==> src/rtl/mem_port_arbiter_if.sv <==
// Bundle of the fetch, data and memory-side signals around the shared memory port.
// slave is the arbiter's view; master is the pipeline/memory environment's view.
interface mem_port_arbiter_if #(
  parameter int PC_W       = 9,
  parameter int DM_ADDRESS = 9,
  parameter int DATA_W     = 32
);
  logic                  if_req;
  logic [PC_W-1:0]       if_addr;
  logic [DATA_W-1:0]     if_rdata;
  logic                  if_valid;
  logic                  if_stall;

  logic                  dm_req;
  logic                  dm_we;
  logic [DM_ADDRESS-1:0] dm_addr;
  logic [DATA_W-1:0]     dm_wdata;
  logic [2:0]            dm_func3;
  logic [DATA_W-1:0]     dm_rdata;
  logic                  dm_done;
  logic                  dm_stall;

  logic                  mem_en;
  logic                  mem_we;
  logic [DM_ADDRESS-1:0] mem_addr;
  logic [DATA_W-1:0]     mem_wdata;
  logic [2:0]            mem_func3;
  logic [DATA_W-1:0]     mem_rdata;

  modport slave (
    input  if_req, if_addr, dm_req, dm_we, dm_addr, dm_wdata, dm_func3, mem_rdata,
    output if_rdata, if_valid, if_stall, dm_rdata, dm_done, dm_stall,
           mem_en, mem_we, mem_addr, mem_wdata, mem_func3
  );

  modport master (
    output if_req, if_addr, dm_req, dm_we, dm_addr, dm_wdata, dm_func3, mem_rdata,
    input  if_rdata, if_valid, if_stall, dm_rdata, dm_done, dm_stall,
           mem_en, mem_we, mem_addr, mem_wdata, mem_func3
  );
endinterface

==> src/rtl/mem_port_arbiter.sv <==
// Shares one fixed-latency single-ported memory between instruction fetch and the MEM stage.
// Data wins arbitration unless fetch has waited through MAX_DM_STREAK data grants.
module mem_port_arbiter #(
  parameter int PC_W          = 9,
  parameter int DM_ADDRESS    = 9,
  parameter int DATA_W        = 32,
  parameter int MEM_LAT       = 2,
  parameter int MAX_DM_STREAK = 3
) (
  input  logic                clk,
  input  logic                reset,
  mem_port_arbiter_if.slave   bus
);

  localparam logic [2:0] LAT_M1     = 3'(MEM_LAT - 1);
  localparam logic [3:0] STREAK_MAX = 4'(MAX_DM_STREAK);

  typedef enum logic [1:0] {S_IDLE, S_ISSUE, S_WAIT, S_RESP} state_t;

  state_t                r_state;
  state_t                w_next;
  logic                  r_owner_dm;
  logic [2:0]            r_cnt;
  logic [3:0]            r_streak;
  logic                  r_if_valid;
  logic                  r_dm_done;
  logic [DATA_W-1:0]     r_if_rdata;
  logic [DATA_W-1:0]     r_dm_rdata;
  logic                  r_mem_en;
  logic                  r_mem_we;
  logic [DM_ADDRESS-1:0] r_mem_addr;
  logic [DATA_W-1:0]     r_mem_wdata;
  logic [2:0]            r_mem_func3;

  logic [PC_W-1:0]       w_if_addr;
  logic                  w_if_elig;
  logic                  w_dm_elig;
  logic                  w_grant_if;
  logic                  w_grant_dm;
  logic                  w_capture;

  assign w_if_addr = bus.if_addr;
  // A requester still seeing its completion pulse has not dropped req yet.
  assign w_if_elig = bus.if_req && !r_if_valid;
  assign w_dm_elig = bus.dm_req && !r_dm_done;

  always_comb begin
    w_next     = r_state;
    w_grant_if = 1'b0;
    w_grant_dm = 1'b0;
    w_capture  = 1'b0;
    case (r_state)
      S_IDLE: begin
        if (w_dm_elig && !(w_if_elig && (r_streak == STREAK_MAX))) begin
          w_grant_dm = 1'b1;
          w_next     = S_ISSUE;
        end else if (w_if_elig) begin
          w_grant_if = 1'b1;
          w_next     = S_ISSUE;
        end
      end
      S_ISSUE: w_next = r_mem_we ? S_RESP : S_WAIT;
      S_WAIT: begin
        if (r_cnt == 3'd0) begin
          w_capture = 1'b1;
          w_next    = S_RESP;
        end
      end
      S_RESP:  w_next = S_IDLE;
      default: w_next = S_IDLE;
    endcase
  end

  always_ff @(posedge clk) begin
    if (reset) begin
      r_state     <= S_IDLE;
      r_owner_dm  <= 1'b0;
      r_cnt       <= 3'd0;
      r_streak    <= 4'd0;
      r_if_valid  <= 1'b0;
      r_dm_done   <= 1'b0;
      r_if_rdata  <= '0;
      r_dm_rdata  <= '0;
      r_mem_en    <= 1'b0;
      r_mem_we    <= 1'b0;
      r_mem_addr  <= '0;
      r_mem_wdata <= '0;
      r_mem_func3 <= 3'd0;
    end else begin
      r_state  <= w_next;
      r_mem_en <= w_grant_if || w_grant_dm;
      r_mem_we <= w_grant_dm && bus.dm_we;

      if (w_grant_dm) begin
        r_owner_dm  <= 1'b1;
        r_mem_addr  <= bus.dm_addr;
        r_mem_wdata <= bus.dm_wdata;
        r_mem_func3 <= bus.dm_func3;
      end else if (w_grant_if) begin
        r_owner_dm  <= 1'b0;
        r_mem_addr  <= DM_ADDRESS'(w_if_addr);
        r_mem_func3 <= 3'b010;
      end

      // Read data arrives MEM_LAT cycles after the strobe; count down from ISSUE.
      if (r_state == S_ISSUE) begin
        r_cnt <= LAT_M1;
      end else if ((r_state == S_WAIT) && (r_cnt != 3'd0)) begin
        r_cnt <= r_cnt - 3'd1;
      end

      if (w_capture) begin
        if (r_owner_dm) r_dm_rdata <= bus.mem_rdata;
        else            r_if_rdata <= bus.mem_rdata;
      end

      r_if_valid <= (w_next == S_RESP) && (r_state != S_RESP) && !r_owner_dm;
      r_dm_done  <= (w_next == S_RESP) && (r_state != S_RESP) &&  r_owner_dm;

      if (!bus.if_req || w_grant_if) begin
        r_streak <= 4'd0;
      end else if (w_grant_dm && (r_streak != STREAK_MAX)) begin
        r_streak <= r_streak + 4'd1;
      end
    end
  end

  assign bus.if_rdata  = r_if_rdata;
  assign bus.if_valid  = r_if_valid;
  assign bus.if_stall  = bus.if_req && !r_if_valid;
  assign bus.dm_rdata  = r_dm_rdata;
  assign bus.dm_done   = r_dm_done;
  assign bus.dm_stall  = bus.dm_req && !r_dm_done;
  assign bus.mem_en    = r_mem_en;
  assign bus.mem_we    = r_mem_we;
  assign bus.mem_addr  = r_mem_addr;
  assign bus.mem_wdata = r_mem_wdata;
  assign bus.mem_func3 = r_mem_func3;

endmodule
==> src/flat_wrapper.sv <==
// flat-port wrapper written by rule: the top's interface ports become plain ports
module mem_port_arbiter_flat 
#(
  parameter int PC_W          = 9,
  parameter int DM_ADDRESS    = 9,
  parameter int DATA_W        = 32,
  parameter int MEM_LAT       = 2,
  parameter int MAX_DM_STREAK = 3
)
  (clk, reset, bus_if_req, bus_if_addr, bus_dm_req, bus_dm_we, bus_dm_addr, bus_dm_wdata, bus_dm_func3, bus_mem_rdata, bus_if_rdata, bus_if_valid, bus_if_stall, bus_dm_rdata, bus_dm_done, bus_dm_stall, bus_mem_en, bus_mem_we, bus_mem_addr, bus_mem_wdata, bus_mem_func3);
  mem_port_arbiter_if #(.PC_W(PC_W), .DM_ADDRESS(DM_ADDRESS), .DATA_W(DATA_W)) bus_i ();
  input  logic clk;
  input  logic reset;
  input wire logic [$bits(bus_i.if_req)-1:0] bus_if_req;
  input wire logic [$bits(bus_i.if_addr)-1:0] bus_if_addr;
  input wire logic [$bits(bus_i.dm_req)-1:0] bus_dm_req;
  input wire logic [$bits(bus_i.dm_we)-1:0] bus_dm_we;
  input wire logic [$bits(bus_i.dm_addr)-1:0] bus_dm_addr;
  input wire logic [$bits(bus_i.dm_wdata)-1:0] bus_dm_wdata;
  input wire logic [$bits(bus_i.dm_func3)-1:0] bus_dm_func3;
  input wire logic [$bits(bus_i.mem_rdata)-1:0] bus_mem_rdata;
  output wire logic [$bits(bus_i.if_rdata)-1:0] bus_if_rdata;
  output wire logic [$bits(bus_i.if_valid)-1:0] bus_if_valid;
  output wire logic [$bits(bus_i.if_stall)-1:0] bus_if_stall;
  output wire logic [$bits(bus_i.dm_rdata)-1:0] bus_dm_rdata;
  output wire logic [$bits(bus_i.dm_done)-1:0] bus_dm_done;
  output wire logic [$bits(bus_i.dm_stall)-1:0] bus_dm_stall;
  output wire logic [$bits(bus_i.mem_en)-1:0] bus_mem_en;
  output wire logic [$bits(bus_i.mem_we)-1:0] bus_mem_we;
  output wire logic [$bits(bus_i.mem_addr)-1:0] bus_mem_addr;
  output wire logic [$bits(bus_i.mem_wdata)-1:0] bus_mem_wdata;
  output wire logic [$bits(bus_i.mem_func3)-1:0] bus_mem_func3;
  assign bus_i.if_req = bus_if_req;
  assign bus_i.if_addr = bus_if_addr;
  assign bus_i.dm_req = bus_dm_req;
  assign bus_i.dm_we = bus_dm_we;
  assign bus_i.dm_addr = bus_dm_addr;
  assign bus_i.dm_wdata = bus_dm_wdata;
  assign bus_i.dm_func3 = bus_dm_func3;
  assign bus_i.mem_rdata = bus_mem_rdata;
  assign bus_if_rdata = bus_i.if_rdata;
  assign bus_if_valid = bus_i.if_valid;
  assign bus_if_stall = bus_i.if_stall;
  assign bus_dm_rdata = bus_i.dm_rdata;
  assign bus_dm_done = bus_i.dm_done;
  assign bus_dm_stall = bus_i.dm_stall;
  assign bus_mem_en = bus_i.mem_en;
  assign bus_mem_we = bus_i.mem_we;
  assign bus_mem_addr = bus_i.mem_addr;
  assign bus_mem_wdata = bus_i.mem_wdata;
  assign bus_mem_func3 = bus_i.mem_func3;
  mem_port_arbiter #(.PC_W(PC_W), .DM_ADDRESS(DM_ADDRESS), .DATA_W(DATA_W), .MEM_LAT(MEM_LAT), .MAX_DM_STREAK(MAX_DM_STREAK)) u_core (.clk(clk), .reset(reset), .bus(bus_i));
endmodule
==> config.mk <==
export PLATFORM = sky130hd
export DESIGN_NAME = mem_port_arbiter_flat
export DESIGN_NICKNAME = d
export VERILOG_FILES = /design/src/rtl/mem_port_arbiter_if.sv /design/src/rtl/mem_port_arbiter.sv /design/src/flat_wrapper.sv
export SDC_FILE = /design/constraint.sdc
export NUM_CORES = 1
export LEC_CHECK = 0
export ABC_CLOCK_PERIOD_IN_PS = 2910
export CAP_MARGIN = 20
export CORE_MARGIN = 2
export CORE_UTILIZATION = 60
export DETAILED_ROUTE_END_ITERATION = 6
export DONT_BUFFER_PORTS = 1
export PLACE_DENSITY = 0.76
export SLEW_MARGIN = 10
export SYNTH_ARGS = -nofsm -noshare
export SYNTH_HDL_FRONTEND = slang
export SYNTH_SLANG_ARGS = --single-unit
==> constraint.sdc <==
create_clock -name clk -period 2.91 [get_ports clk]
set_clock_uncertainty 0.05 [all_clocks]
set_input_delay 0.582 -clock clk [delete_from_list [all_inputs] [get_ports clk]]
set_output_delay 0.582 -clock clk [all_outputs]
set_load 0.005 [all_outputs]
Word-level counts from Yosys, hierarchy flattened
Cells that the tools add are included.
{"block": "classes", "n_eq_ne": 7, "n_addsub": 2, "reduce_logical": 26, "n_bitwise": 1, "n_mux": 20}
{"op": "9-bit 2-to-1 mux", "n": 2}
{"op": "1-bit 2-to-1 mux", "n": 12}
{"op": "1-bit logical AND", "n": 10}
{"op": "2-bit case mux with 4 select lines", "n": 1}
{"op": "2-bit == test, second input constant", "n": 3}
{"op": "2-bit 2-to-1 mux", "n": 3}
{"op": "3-bit 2-to-1 mux", "n": 2}
{"op": "1-bit logical NOT", "n": 5}
{"op": "4-bit by 1-bit adder with 4-bit output, second input constant", "n": 1}
{"op": "4-bit by 2-bit == test with 1-bit output, second input constant", "n": 1}
{"op": "4-bit by 2-bit inequality test with 1-bit output, second input constant", "n": 1}
{"op": "2-bit AND reduction", "n": 2}
{"op": "2-bit nonzero test", "n": 2}
{"op": "2-bit OR reduction", "n": 2}
{"op": "3-bit logical NOT", "n": 1}
{"op": "3-bit nonzero test", "n": 1}
{"op": "3-bit by 1-bit subtractor with 3-bit output, second input constant", "n": 1}
{"op": "2-bit by 1-bit == test with 1-bit output, second input constant", "n": 1}
{"op": "2-bit logical NOT", "n": 1}
{"op": "1-bit logical OR", "n": 2}
{"op": "2-bit inequality test, second input constant", "n": 1}
{"op": "1-bit NOT", "n": 1}
{"block": "totals", "ff_bits": 122, "wordCells": 70, "out_inout_bits": 114, "inputBits": 90}

Logic depth before layout (Yosys ltp)
{"block": "logic_depth", "word_depth": 10, "depth_mapped": 8}

Worst setup path before layout
OpenSTA, ideal clock, no wires.
{"block": "synth_path", "path_kind": "input-to-reg", "from": "in bus_if_req", "to": "reg u_core.r_mem_addr[2], in the netlist u_core.bus.mem_addr[2]", "setup_ns": 0.119, "cell_stages": 6, "required_ns": 2.741, "arrival_ns": 1.497, "slack_ns": 1.244, "path_cell_list": "nor2b_1 > buf_2 > a21o_1 > buf_6 > buf_6 > o221a_2"}
{"block": "synth_via", "elab_chain_cells": 7}
{"element": "from (decl)", "line": "flat_wrapper.sv:14", "source": "input wire logic [$bits(bus_i.if_req)-1:0] bus_if_req;"}
{"element": "1-bit logical AND *"}
{"element": "named net bus_if_stall", "line": "flat_wrapper.sv:24", "source": "output wire logic [$bits(bus_i.if_stall)-1:0] bus_if_stall;"}
{"element": "1-bit logical AND", "line": "mem_port_arbiter.sv:54", "source": "if (w_dm_elig && !(w_if_elig && (r_streak == STREAK_MAX))) begin"}
{"element": "1-bit logical NOT", "line": "mem_port_arbiter.sv:54"}
{"element": "1-bit logical AND", "line": "mem_port_arbiter.sv:54"}
{"element": "1-bit 2-to-1 mux", "line": "mem_port_arbiter.sv:54"}
{"element": "1-bit 2-to-1 mux", "line": "mem_port_arbiter.sv:52", "source": "case (r_state)"}
{"element": "9-bit 2-to-1 mux or 2-bit nonzero test (tied branches)"}
{"element": "to (signal assigned)", "line": "mem_port_arbiter.sv:96", "source": "r_mem_addr <= bus.dm_addr;"}
{"element": "to (signal assigned)", "line": "mem_port_arbiter.sv:101", "source": "r_mem_addr <= DM_ADDRESS'(w_if_addr);"}
{"element": "to (decl)", "line": "mem_port_arbiter.sv:31", "source": "logic [DM_ADDRESS-1:0] r_mem_addr;"}
The timed path passes the listed nets; every way through them passes the cells marked *.
A chain may end at the register's enable or synchronous reset.

Worst setup path in the final report
{"block": "layout_path", "from": "reg u_core.r_dm_done, in the netlist u_core.bus.dm_done", "to": "reg u_core.r_mem_addr[2], in the netlist u_core.bus.mem_addr[2]"}
{"block": "layout_via", "elab_chain_cells": 6}
{"element": "from (decl)", "line": "mem_port_arbiter.sv:26", "source": "logic r_dm_done;"}
{"element": "from (signal assigned)", "line": "mem_port_arbiter.sv:118", "source": "r_dm_done <= (w_next == S_RESP) && (r_state != S_RESP) && r_owner_dm;"}
{"element": "1-bit logical NOT *"}
{"element": "1-bit logical AND *"}
{"element": "named net bus_dm_stall", "line": "flat_wrapper.sv:27", "source": "output wire logic [$bits(bus_i.dm_stall)-1:0] bus_dm_stall;"}
{"element": "1-bit logical AND *", "line": "mem_port_arbiter.sv:54"}
{"element": "1-bit 2-to-1 mux", "line": "mem_port_arbiter.sv:54"}
{"element": "1-bit 2-to-1 mux", "line": "mem_port_arbiter.sv:52"}
{"element": "9-bit 2-to-1 mux or 2-bit nonzero test (tied branches)"}
Marks and branches as above.

==> impl_metrics.toml <==
[setup_path]
path_class = "reg2reg"
endpoint_kind = "register"
crit_arrival_ns = 2.40
setup.worst_path.start_class = "register"
crit_chain = "nand2b_1 > inv_1 > o21ai_1 > a21oi_1 > o221a_2"
critPathMaxStageDelay_ns = 0.77
cp_max_fo = 14
slowest_stage = "o21ai_1"
critPathRequiredTime_ns = 3.25

[yosys]
synth_area_leaders = "dfxtp_1 54%, nand2_1 16%, a21oi_1 12%"
synth-edff-count = 0
synthTopCellsByCount = "196 x nand2_1, 122 x dfxtp_1, 111 x a21oi_1, 19 x clkbuf_1, 15 x inv_1"
synth_seq_cells = 122
ys.warnings.count = 0
synth_top_area_cell = "dfxtp_1"
ys_seq_area_frac = 0.541
ys.flop_type = "dfxtp_1"
synth_cells = 546
ys_types = 35
synth_top_area_frac = 0.541
synth_most_common_cell = "nand2_1"
synth_area_mm2 = 0.00452
syn_nets = 644
async_flop_share = 0
syn_area_per_cell_um2 = 8.27

[route]
drt_iter0_drc = 182
drt-vias-per-instance = 5.66
met3_length_mm = 1.15
vias = 3656
drt-pass1-iter-count = 7
drc_errors = 0
wire_per_inst_um = 16.9
wl_mm = 10.9
maxUsedRoutingLayer = "met4"
wirelength_met1_mm = 4.05
ant_nets = 0
wl_met2_mm = 5.55

[finish]
n_fill_cell = 586
multi_input_area_mm2 = 0.00181
drive_above_1_share = 0.0914
finalNonFillerCells = 646
antenna_cells = 0
nNetsFinal = 632
seq_area_mm2 = 0.00244
synthToLayoutAreaGrowth_pct = 13.6

[floorplanning]
start_util = 0.623
core_area_mm2 = 0.00725
die_x_um = 90.8
rows = 31
io_pins = 204
die_area_mm2 = 0.00824
die_h_um = 90.8

[placed_design]
port_buffers = 0
dp_cells = 614
gp_congestion = 0.744
dp_hpwl_mm = 7.13

[power]
p_switching_mw = 1.55
peakVddDrop_uv = 481
p_per_area_mw_per_mm2 = 1030
power.share.sequential = 0.410
p_clk_frac = 0.417
intPower_mw = 3.72
power_leakage_nw = 1.83
comb_power_share = 0.173
power.share.switching = 0.294

[timing]
tightest_slew_ns = 0.968
rsz0062_at_grt = "false"
min_period_ns = 2.06
max-slew-margin-rel = 0.350
finalCritPeriodShare = 0.708
setup_viol = 0
fmax_mhz = 485
setup_tns_ns = 0
final_max_slew_viol_count = 0
hold_viol_final = 0

[cts]
cts_root_buf = "clkbuf_8"
htreeDepth = 4
holdBufCountCts = 0
path_clk_slew_ns = 0.06
cts.sinks = 122
cts_tree = "done"
clock_path_buffers = 2
cts_repair_resize_count = 0
clk_latency_ns = 0.50
cts_buffers = 17
post_cts_buffers = 0

[min_path]
hp-class = "in2reg"

[global_route]
grt_pass1_vias = 3603
grt_use_total = 0.265
grt_overflow = 0
antenna_found_initial = 0
grt_max_degree = 118
grt_pass1_wl_mm = 17.6

[run_status]
outcome = "finished, final reports clean"

[flow_run]
drv_cap = 0
==> cell families (layout without fill, tap and decap cells) <==
logic type | Yosys count | count (layout) | share of synthesized area
AND/OR/NAND/NOR | 229 | 229 | 0.209
AO/OA/AOI/OAI | 132 | 132 | 0.164
flip-flops | 122 | 122 | 0.541
buffers and inverters | 52 | 53 | 0.0574
adder cells (fa/ha/maj) | 8 | 8 | 0.0222
XOR/XNOR | 3 | 3 | 0.00582
==> state kept, by name, summed over array words and instances, names as in the netlist <==
name                  count
u_core.bus.dm_done        1
u_core.bus.dm_rdata      32
u_core.bus.if_rdata      32
u_core.bus.if_valid       1
u_core.bus.mem_addr       9
u_core.bus.mem_en         1
u_core.bus.mem_func3      3
u_core.bus.mem_wdata     32
u_core.bus.mem_we         1
u_core.r_cnt              3
u_core.r_owner_dm         1
u_core.r_state            2
u_core.r_streak           4
==> path summary, 6_finish.rpt <==
kind | startpoint | end | slack (ns) | cells past startpoint
worst min-delay path | reset | u_core.bus.mem_wdata[15]$_SDFFE_PP0P_ | 0.10 | 1
worst max-delay path | u_core.bus.dm_done$_SDFF_PP0_ | u_core.bus.mem_addr[2]$_SDFFE_PP0P_ | 0.85 | 5
worst max register to register | u_core.bus.dm_done$_SDFF_PP0_ | u_core.bus.mem_addr[2]$_SDFFE_PP0P_ | 0.85 | 5
worst min register to register | u_core.bus.mem_wdata[30]$_SDFFE_PP0P_ | u_core.bus.mem_wdata[30]$_SDFFE_PP0P_ | 0.42 | 2
==> placed cells by master, fill, tap and decap left out, types with 2 or more instances in the layout <==
cell,instances
nor3_1,4
a22oi_1,3
clkbuf_8,3
ha_1,8
nor2b_1,6
clkinv_4,3
o221a_2,9
clkbuf_16,16
nand3b_1,2
dfxtp_1,122
o21ai_0,4
xnor2_1,2
bufinv_16,4
inv_1,15
buf_4,5
a21oi_1,111
and3b_1,2
nand2_1,196
clkinvlp_4,5
nor2_1,9
==> per-stage QoR <==
stage / utilization / setup slack (ns) / cell area, um2 / total power [mW] / hold slack [ns]
finish: 0.707 / 0.850 / 5130 / 5.27 / 0.105
global placement: 0.620 / 0.924 / 4490 / 3.04 / 0.406
floorplan: - / 1.24 / 4520 / 2.93 / 0.403
global route: 0.707 / 0.730 / 5130 / 5.52 / 0.0784
CTS: 0.707 / 0.907 / 5130 / 5.29 / 0.0820
detailed placement: 0.620 / 0.855 / 4490 / 3.09 / 0.412
==> power groups by stage <==
stage | combinational, mW | sequential (mW) | clock, mW
after global placement | 0.852 | 2.18 | 0
after CTS | 0.911 | 2.16 | 2.22
final | 0.909 | 2.16 | 2.20
after global routing | 1.03 | 2.19 | 2.29
after floorplan | 0.803 | 2.13 | 0
after detailed placement | 0.893 | 2.20 | 0
==> layout make-up <==
class	instances	share of cell area
Clock buffer	19	0.0861
Clock inverter	13	0.0376
Inverter	15	0.0110
Multi-Input combinational cell	372	0.354
Sequential cell	122	0.476
Tap cell	99	0.0242
Timing Repair Buffer	6	0.0112
==> worst max-delay path: cells and delay by family, from the launching register on <==
family,cells,cell delay [ns]
buf+inv,1,0.12
compound gates,3,1.17
simple gates,1,0.20
flops,1,0.41
==> per-layer routing <==
metal	GRT usage	up-vias
li1	-	1767
met1	0.281	1700
met2	0.466	172
met3	0.118	17
met4	0.0897	0
met5	0	-
Note: power is estimated with default switching activity, not from simulation.
